===== src/rtl/cq_req_depacketizer.sv =====
// Completer-request depacketizer: splits each 128-bit CQ request into a registered
// descriptor and a write-payload stream realigned so payload DW0 lands in tdata[31:0].
module cq_req_depacketizer #(
   parameter int DATA_WIDTH = 128,
   parameter int KEEP_WIDTH = DATA_WIDTH / 8
) (
   input  logic                  user_clk,
   input  logic                  user_reset_n,

   input  logic [DATA_WIDTH-1:0] m_axis_cq_tdata,
   input  logic [KEEP_WIDTH-1:0] m_axis_cq_tkeep,
   input  logic                  m_axis_cq_tlast,
   output logic [3:0]            m_axis_cq_tready,
   input  logic [84:0]           m_axis_cq_tuser,
   input  logic                  m_axis_cq_tvalid,

   output logic                  req_valid,
   input  logic                  req_ready,
   output logic                  req_we,
   output logic [10:0]           req_len,
   output logic [31:0]           req_addr,
   output logic [15:0]           req_reqid,
   output logic [7:0]            req_tag,
   output logic [3:0]            req_first_be,
   output logic [3:0]            req_last_be,
   output logic [2:0]            req_tc,
   output logic [1:0]            req_attr,
   output logic [7:0]            req_barhit,

   output logic [DATA_WIDTH-1:0] wr_tdata,
   output logic [KEEP_WIDTH-1:0] wr_tkeep,
   output logic                  wr_tlast,
   output logic                  wr_tvalid,
   input  logic                  wr_tready,

   output logic                  err_len
);

   // Every channel uses AXI-stream rules: a transfer happens on a clock edge where
   // valid && ready; once valid is raised, data/fields hold until that transfer.

   typedef enum logic [1:0] {
      ST_HDR   = 2'd0,
      ST_DATA  = 2'd1,
      ST_FLUSH = 2'd2,
      ST_DROP  = 2'd3
   } state_t;

   state_t      state;
   state_t      state_nxt;

   logic [31:0] carry;
   logic [10:0] rem;
   logic        err_nxt;
   logic        rdy;
   logic        cq_ready;
   logic        cq_fire;
   logic        hdr_fire;
   logic        data_step;
   logic        hdr_we;
   logic [10:0] hdr_len;
   logic        unused_inputs;

   assign hdr_we   = m_axis_cq_tdata[30];
   assign hdr_len  = (m_axis_cq_tdata[9:0] == 10'd0) ? 11'd1024 : {1'b0, m_axis_cq_tdata[9:0]};

   // Hold the input stalled while reset is asserted, whatever the state decode says.
   assign cq_ready = rdy && user_reset_n;
   assign m_axis_cq_tready = {4{cq_ready}};
   assign cq_fire  = m_axis_cq_tvalid && cq_ready;
   assign hdr_fire = (state == ST_HDR) && cq_fire;
   assign data_step = (state == ST_DATA) && cq_fire && (rem > 11'd4);

   assign unused_inputs = ^{m_axis_cq_tkeep, m_axis_cq_tuser[84:10], m_axis_cq_tuser[1:0],
                            m_axis_cq_tdata[31], m_axis_cq_tdata[29:23], m_axis_cq_tdata[19:10]};

   always_ff @(posedge user_clk or negedge user_reset_n) begin
      if (!user_reset_n) begin
         state <= ST_HDR;
      end else begin
         state <= state_nxt;
      end
   end

   always_comb begin
      state_nxt = state;
      err_nxt   = 1'b0;
      case (state)
         ST_HDR: begin
            if (cq_fire) begin
               if (!hdr_we) begin
                  if (!m_axis_cq_tlast) begin
                     err_nxt   = 1'b1;
                     state_nxt = ST_DROP;
                  end
               end else if (m_axis_cq_tlast) begin
                  // Single-beat write: DW3 is the only payload word, emitted by FLUSH.
                  err_nxt   = (hdr_len != 11'd1);
                  state_nxt = ST_FLUSH;
               end else begin
                  state_nxt = ST_DATA;
               end
            end
         end
         ST_DATA: begin
            if (cq_fire) begin
               if (rem <= 11'd4) begin
                  err_nxt   = !m_axis_cq_tlast;
                  state_nxt = m_axis_cq_tlast ? ST_HDR : ST_DROP;
               end else if (m_axis_cq_tlast) begin
                  if (rem == 11'd5) begin
                     state_nxt = ST_FLUSH;
                  end else begin
                     err_nxt   = 1'b1;
                     state_nxt = ST_HDR;
                  end
               end
            end
         end
         ST_FLUSH: begin
            if (wr_tready) begin
               state_nxt = ST_HDR;
            end
         end
         ST_DROP: begin
            if (cq_fire && m_axis_cq_tlast) begin
               state_nxt = ST_HDR;
            end
         end
         default: state_nxt = ST_HDR;
      endcase
   end

   always_comb begin
      rdy       = 1'b0;
      wr_tvalid = 1'b0;
      wr_tdata  = '0;
      wr_tkeep  = '0;
      wr_tlast  = 1'b0;
      case (state)
         ST_HDR: begin
            rdy = !req_valid || req_ready;
         end
         ST_DATA: begin
            rdy       = wr_tready;
            wr_tvalid = m_axis_cq_tvalid;
            wr_tdata  = {m_axis_cq_tdata[95:0], carry};
            if (rem <= 11'd4) begin
               wr_tlast = 1'b1;
               case (rem[2:0])
                  3'd1:    wr_tkeep = 16'h000F;
                  3'd2:    wr_tkeep = 16'h00FF;
                  3'd3:    wr_tkeep = 16'h0FFF;
                  default: wr_tkeep = 16'hFFFF;
               endcase
            end else begin
               wr_tkeep = 16'hFFFF;
               // Early tlast with more than one word still owed truncates the payload here.
               wr_tlast = m_axis_cq_tlast && (rem != 11'd5);
            end
         end
         ST_FLUSH: begin
            wr_tvalid = 1'b1;
            wr_tdata  = {96'b0, carry};
            wr_tkeep  = 16'h000F;
            wr_tlast  = 1'b1;
         end
         ST_DROP: begin
            rdy = 1'b1;
         end
         default: begin
            rdy = 1'b0;
         end
      endcase
   end

   always_ff @(posedge user_clk or negedge user_reset_n) begin
      if (!user_reset_n) begin
         carry        <= '0;
         rem          <= '0;
         err_len      <= 1'b0;
         req_valid    <= 1'b0;
         req_we       <= 1'b0;
         req_len      <= '0;
         req_addr     <= '0;
         req_reqid    <= '0;
         req_tag      <= '0;
         req_first_be <= '0;
         req_last_be  <= '0;
         req_tc       <= '0;
         req_attr     <= '0;
         req_barhit   <= '0;
      end else begin
         err_len <= err_nxt;
         if (hdr_fire) begin
            req_valid    <= 1'b1;
            req_we       <= hdr_we;
            req_len      <= hdr_len;
            req_addr     <= m_axis_cq_tdata[95:64];
            req_reqid    <= m_axis_cq_tdata[63:48];
            req_tag      <= m_axis_cq_tdata[47:40];
            req_last_be  <= m_axis_cq_tdata[39:36];
            req_first_be <= m_axis_cq_tdata[35:32];
            req_tc       <= m_axis_cq_tdata[22:20];
            req_attr     <= m_axis_cq_tdata[5:4];
            req_barhit   <= m_axis_cq_tuser[9:2];
            carry        <= m_axis_cq_tdata[127:96];
            rem          <= hdr_len;
         end else begin
            if (req_ready) begin
               req_valid <= 1'b0;
            end
            if (data_step) begin
               carry <= m_axis_cq_tdata[127:96];
               rem   <= rem - 11'd4;
            end
         end
      end
   end

endmodule


===== config.mk =====
export PLATFORM = sky130hd
export DESIGN_NAME = cq_req_depacketizer
export DESIGN_NICKNAME = d
export VERILOG_FILES = /design/src/rtl/cq_req_depacketizer.sv
export SDC_FILE = /design/constraint.sdc
export NUM_CORES = 1
export LEC_CHECK = 0
export BUFFER_PORTS_ARGS = -buffer_cell sky130_fd_sc_hd__buf_4
export CAP_MARGIN = 40
export CORE_AREA = 2 2 186 188
export CTS_BUF_LIST = sky130_fd_sc_hd__clkbuf_2 sky130_fd_sc_hd__clkbuf_4 sky130_fd_sc_hd__clkbuf_8
export CTS_CLUSTER_SIZE = 28
export DETAILED_ROUTE_END_ITERATION = 12
export DIE_AREA = 0 0 188 190
export PLACE_DENSITY = 0.55
export RECOVER_POWER = 100
export SYNTH_ARGS = -nofsm -noshare
export SYNTH_HDL_FRONTEND = slang
export SYNTH_SLANG_ARGS = --single-unit

===== constraint.sdc =====
create_clock -name user_clk -period 2.3 [get_ports user_clk]
set_clock_uncertainty 0.2 [all_clocks]
set_input_delay 0.23 -clock user_clk [delete_from_list [all_inputs] [get_ports user_clk]]
set_output_delay 0.23 -clock user_clk [all_outputs]
set_load 0.1 [all_outputs]

==> impl_metrics.yaml, run 1 <==
status:
  outcome: "finished with violations"
  violations: "setup timing"
clocking:
  clock_sinks: 136
  ctsLongestPathBuffers: 2
  numCtsBuffers: 17
  clockRootBuffer: "clkbuf_8"
  clk_latency_ns: 0.46
  htreeDepth: 4
  tritoncts: "done"
  path_clk_slew_ns: 0.09
grt:
  antenna_found_initial: 1
  grt_overflow: 0
  grt_max_degree: 55
  grt_pass1_wl_um: 48200
  grtUsageTotal_pct: 17.8
  grt_pass1_vias: 8020
cells_and_area:
  syn_to_final_growth_pct: 122
  num-nets-final: 1533
  drive_above_1_share_pct: 54.3
  fin_util_pct: 44.4
  stdcell_count: 1761
  fill_cells: 3050
detailed_routing:
  viasPerCell: 4.25
  dr.pass1.iters: 5
  vias: 7489
  wl_per_cell_um: 19.1
  drc: 0
  drt_iter0_markers: 282
  routed_wl_um: 33600
  postRouteAntennaNets: 0
synth:
  syn-cell-area_um2: 6790
  synth_warnings: 0
  synth_adder_area_share_pct: 1.11
  ys_seq_area_share_pct: 50.1
  avgSynthCellArea_um2: 9.31
  synth-main-ff-cell: "dfrtp_1"
  syn_inst: 729
  yosys.area_share.simple_pct: 31.0
  synth_nets: 970
  ys_ff_latch: 136
  synth_edf_count: 0
  synth_xor_area_share_pct: 1.16
  synth_top_family_by_area: "simple AND/OR/NAND/NOR gates"
  synth_cell_types: 54
  synth_compound_area_share_pct: 4.24
  ys_async_sr_fraction_pct: 100
  synth.area.mux_share_pct: 6.97
  synth_area_leaders: "dfrtp_1 (50%), nand2_1 (15%), and2_1 (12%)"
  synth_top_area_share_pct: 50.1
  yosysTopAreaCell: "dfrtp_1"
sta:
  worst-slew-pin-transition_ns: 1.43
  setup_violations: 244
  slew_violations: 0
  hold_viol_final: 0
  period_share_pct: 113
  clock.fmax_mhz: 385
  min_period_ns: 2.60
  grt_setup_unrepaired: "true"
  max-slew-margin-rel_pct: 4.51
  setup_ws_ns: -0.300
setup_path:
  worst_path_max_delay_cell: "dfrtp_1"
  worst-path-max-fanout: 4
  arrival_ns: 2.17
  max_stage_delay_ns: 0.41
  cp.depth: 7
  worstPathCellList: "inv_2, ha_4, nor3b_4, o211ai_4, nor4b_4, nor2_4, buf_12"
  ff2ff_path_depth: 10
  cp.required_ns: 1.87
  cp_top_family: "simple AND/OR/NAND/NOR gates"
  worst-setup-path-type: "flop to output port"
  critPathBufInv: 2
  crit_path_start_kind: "flop"
  cp-end-kind: "output port"
placed_design:
  dp_cells: 1546
  dp_hpwl_um: 19100
  port_buffers: 382
  place.gp.congestion: 0.789
die:
  start_util_pct: 20.0
  die_height_um: 190
  io-pin-count: 476
  fp.coreArea_um2: 33900
  num_rows: 68
  die_w_um: 188
  die-area_um2: 35700
hold_path:
  hold_path_class: "primary input to flop"
  hold_depth: 4
run:
  max-cap-violations: 0
worst reg2reg max path, cell delays in order (launching register included):
cell and delay (ns):
dfrtp_2 0.40, inv_1 0.07, ha_2 0.21, buf_6 0.11, a221o_1 0.36, buf_6 0.15
nand3_1 0.16, nor2_4 0.05, buf_12 0.15, clkbuf_16 0.17, mux2_4 0.29
repair_timing:
action,in CTS,in global routing
cloned,17,12
gates resized for setup,594,58
hold buffers,121,0
endpoints found under the setup margin,146,274
setup buffers,41,13
hold endpoints to repair,218,0
pin swaps,36,29
state kept, by name (all words and copies together) (netlist names):
register	count
carry	32
err_len	1
rem	11
req_addr	32
req_attr	2
req_barhit	8
req_first_be	4
req_last_be	4
req_len	11
req_reqid	16
req_tag	8
req_tc	3
req_valid	1
req_we	1
state	2
cell usage in the layout (no fill, tap or decap), types with 3 or more instances in the layout:
master,netlist,layout
nor2_1,9,7
a21oi_1,5,4
buf_4,16,172
ha_4,0,3
and2_4,0,129
nand4_1,6,6
clkinv_4,0,3
nand2_2,0,4
buf_6,0,18
dlygate4sd3_1,0,121
clkbuf_16,0,9
bufinv_16,0,3
o21ai_0,8,7
nand2_1,267,262
nor3_1,4,3
dfrtp_1,136,132
mux2_4,30,32
clkbuf_8,0,19
xor2_1,6,6
o21ai_1,4,4
xnor2_1,3,3
buf_16,0,4
buf_8,0,10
clkbuf_2,0,93
dfrtp_2,0,4
nand3_1,7,6
buf_12,3,172
clkinvlp_4,0,3
inv_1,7,5
cell usage after synthesis, types with 2 or more instances:
| cell type | n |
|---|---|
| mux2_1 | 2 |
| buf_2 | 8 |
| nand3_1 | 7 |
| a21o_1 | 2 |
| nand2_1 | 267 |
| nor2_1 | 9 |
| o22a_1 | 2 |
| buf_12 | 3 |
| clkbuf_1 | 28 |
| dfrtp_1 | 136 |
| nor3b_1 | 2 |
| o31ai_1 | 2 |
| ha_1 | 6 |
| xor2_1 | 6 |
| buf_4 | 16 |
| xnor2_1 | 3 |
| a21oi_1 | 5 |
| nor2b_1 | 3 |
| buf_1 | 3 |
| nor3_1 | 4 |
| o21ai_0 | 8 |
| mux2_4 | 30 |
| and3_1 | 2 |
| nand4_1 | 6 |
| o21ai_1 | 4 |
| a21boi_0 | 2 |
| inv_1 | 7 |
| and2_1 | 130 |
worst paths after layout:
check | from | to | slack, ns
min | m_axis_cq_tvalid | err_len$_DFF_PN0_ | 0.06
max in group asynchronous | user_reset_n | rem[2]$_DFFE_PN0P_ | 0.13
min in group asynchronous | user_reset_n | carry[23]$_DFFE_PN0P_ | 0.45
min reg2reg | req_reqid[14]$_DFFE_PN0P_ | req_reqid[14]$_DFFE_PN0P_ | 0.27
max | rem[3]$_DFFE_PN0P_ | wr_tkeep[4] | -0.30
max reg2reg | state[1]$_DFFE_PN0P_ | carry[6]$_DFFE_PN0P_ | -0.15
metrics by stage:
stage	hold slack (ns)	setup TNS (ns)	cell area [um^2]	worst slack, ns
floorplan	-0.266	-2.12	7040	-0.247
global placement	0.108	0	10500	0.0724
detailed placement	0.117	0	10500	0.0499
CTS	0.0113	-32.85	15200	-0.386
global route	0.0551	-63.05	15100	-0.388
finish	0.0633	-31.40	15100	-0.300
layer usage:
layer  track usage [%]  up-vias  part of all wire, %
met5                 0        -                    0
met4              7.39        0                  2.6
met3              5.74       45                  6.5
met2              29.7      313                   50
met1              21.3     3696                   41
li1                  -     3435                    -
final cells by class:
| cell class | count | area (um^2) | area share, % |
|---|---|---|---|
| clock inverter | 13 | 169 | 1.12 |
| sequential | 136 | 3410 | 22.6 |
| multi-input combinational | 528 | 3530 | 23.4 |
| clock buffer | 19 | 262 | 1.73 |
| antenna | 1 | 2.50 | 0.0166 |
| inverter | 7 | 26.3 | 0.174 |
| timing repair buffer | 602 | 7110 | 47.2 |
| tap | 455 | 569 | 3.78 |
cell families (layout without fill, tap and decap cells):
| family | count (synthesis) | after routing |
|---|---|---|
| buffers and inverters | 65 | 641 |
| adders and majority gates | 6 | 6 |
| xor gates and xnor gates | 9 | 9 |
| muxes | 32 | 32 |
| other | 0 | 1 |
| AOI/OAI and AO/OA | 39 | 39 |
| and+or+nand+nor | 442 | 442 |
| DFF | 136 | 136 |
Power of run 1 is not shown: default switching activity piles up to over one toggle a cycle in this logic, so the estimate is an artifact.
==> run 2: changes to the inputs <==
- RECOVER_POWER: 100 -> unset
==> impl_metrics.yaml, run 2 (synthesized netlist as in run 1, its figures left out) <==
grt:
  grt_max_degree: 55
  grt_pass1_vias: 8020
  antenna_found_initial: 1
  grt_overflow: 0
  grtUsageTotal_pct: 17.8
  grt_pass1_wl_um: 48200
placed_design:
  place.gp.congestion: 0.789
  place_area_um2: 10500
  dp_cells: 1546
  dp_hpwl_um: 19100
  port_buffers: 382
detailed_routing:
  drt_iter0_markers: 291
  dr.pass1.iters: 4
  routed_wl_um: 33700
  wl_per_cell_um: 19.1
  postRouteAntennaNets: 0
  drc: 0
  vias: 7456
  viasPerCell: 4.23
setup_path:
  arrival_ns: 2.16
  worst-path-max-fanout: 4
  cp-end-kind: "output port"
  worstPathCellList: "inv_2, ha_4, nor3b_4, o211ai_4, nor4b_4, nor2_4, buf_12"
  max_stage_delay_ns: 0.40
  cp.required_ns: 1.87
  worst_path_max_delay_cell: "dfrtp_1"
  worst-setup-path-type: "flop to output port"
  crit_path_start_kind: "flop"
sta:
  period_share_pct: 112
  setup_violations: 177
  worst-slew-pin-transition_ns: 0.748
  hold_viol_final: 0
  clock.fmax_mhz: 387
  max-slew-margin-rel_pct: 50.1
  grt_setup_unrepaired: "true"
  slew_violations: 0
  min_period_ns: 2.59
  setup_ws_ns: -0.287
clocking:
  path_clk_slew_ns: 0.09
  tritoncts: "done"
  ctsLongestPathBuffers: 2
  numCtsBuffers: 17
  htreeDepth: 4
  clockRootBuffer: "clkbuf_8"
  clk_latency_ns: 0.46
  clock_sinks: 136
die:
  io-pin-count: 476
  die_w_um: 188
  start_util_pct: 20.0
  die_height_um: 190
  die-area_um2: 35700
  fp.coreArea_um2: 33900
  num_rows: 68
cells_and_area:
  syn_to_final_growth_pct: 126
  stdcell_count: 1761
  multi_input_area_um2: 3550
  final_cell_mix: "buf_4 (265), nand2_1 (262), buf_12 (172), dfrtp_1 (132), and2_4 (129)"
  reg_top3: "carry x32, req_addr x32, req_reqid x16"
  fill_cells: 2984
  num-nets-final: 1533
  regArea_um2: 3410
  final_common_cell: "buf_4"
  final_area_um2: 15400
  drive_above_1_share_pct: 54.6
hold_path:
  hold_path_class: "primary input to flop"
status:
  violations: "setup timing"
  outcome: "finished with violations"
run:
  max-cap-violations: 0
run 2: cell types whose count changed in the layout (fill, tap and decap cells not counted):
cell	previous run	this run
buf_2	1	0
buf_4	172	265
buf_6	18	21
clkbuf_1	2	0
clkbuf_2	93	0
ha_1	2	1
ha_2	1	0
ha_4	3	5
inv_1	5	4
inv_2	2	3
run 2: path summary, 6_finish.rpt:
check | startpoint | endpoint | slack (ns) | cells past startpoint
setup / recovery | rem[3]$_DFFE_PN0P_ | wr_tkeep[4] | -0.29 | 7
hold / removal | m_axis_cq_tvalid | err_len$_DFF_PN0_ | 0.06 | 4
setup reg to reg | rem[3]$_DFFE_PN0P_ | carry[6]$_DFFE_PN0P_ | -0.13 | 11
hold reg to reg | req_reqid[14]$_DFFE_PN0P_ | req_reqid[14]$_DFFE_PN0P_ | 0.28 | 2
max in group asynchronous | user_reset_n | rem[2]$_DFFE_PN0P_ | 0.54 | 4
min in group asynchronous | user_reset_n | carry[23]$_DFFE_PN0P_ | 0.20 | 3
run 2: critical path: cells and delay by family, from the launching register on:
family	cells	cell delay, ns
compound gates	1	0.16
fa+ha+maj	1	0.13
buf+inv	2	0.27
flops	1	0.40
simple gates	3	0.73
run 2: layer usage:
layer	routed length, um	track usage, %	vias up
met5	0	0	-
met4	873	7.39	0
met3	2220	5.74	45
met2	16700	29.7	301
met1	13900	21.3	3676
li1	-	-	3434
run 2: cell type report:
type	instances	area share, %
inverter	7	0.171
clock buffer	19	1.70
clock inverter	13	1.10
tap	455	3.71
sequential	136	22.2
antenna	1	0.0163
multi-input combinational	528	23.1
timing repair buffer	602	48.0
run 2: timing repair:
action | CTS | global route
cloned | 17 | 12
buffers inserted | 41 | 13
endpoints found under the hold margin | 218 | 0
pin swaps | 36 | 29
gates resized for setup | 594 | 58
setup endpoints to repair | 146 | 274
hold buffers | 121 | 0
run 2: per-stage QoR:
stage	hold slack (ns)	TNS, ns	setup slack, ns	utilization (%)
floorplan	-0.266	-2.12	-0.247	-
global placement	0.108	0	0.0724	31.0
detailed placement	0.117	0	0.0499	31.0
CTS	0.0113	-32.85	-0.386	44.9
global route	0.0551	-37.35	-0.388	45.2
finish	0.0594	-20.90	-0.287	45.2
Power of run 2 is left out for the same reason.
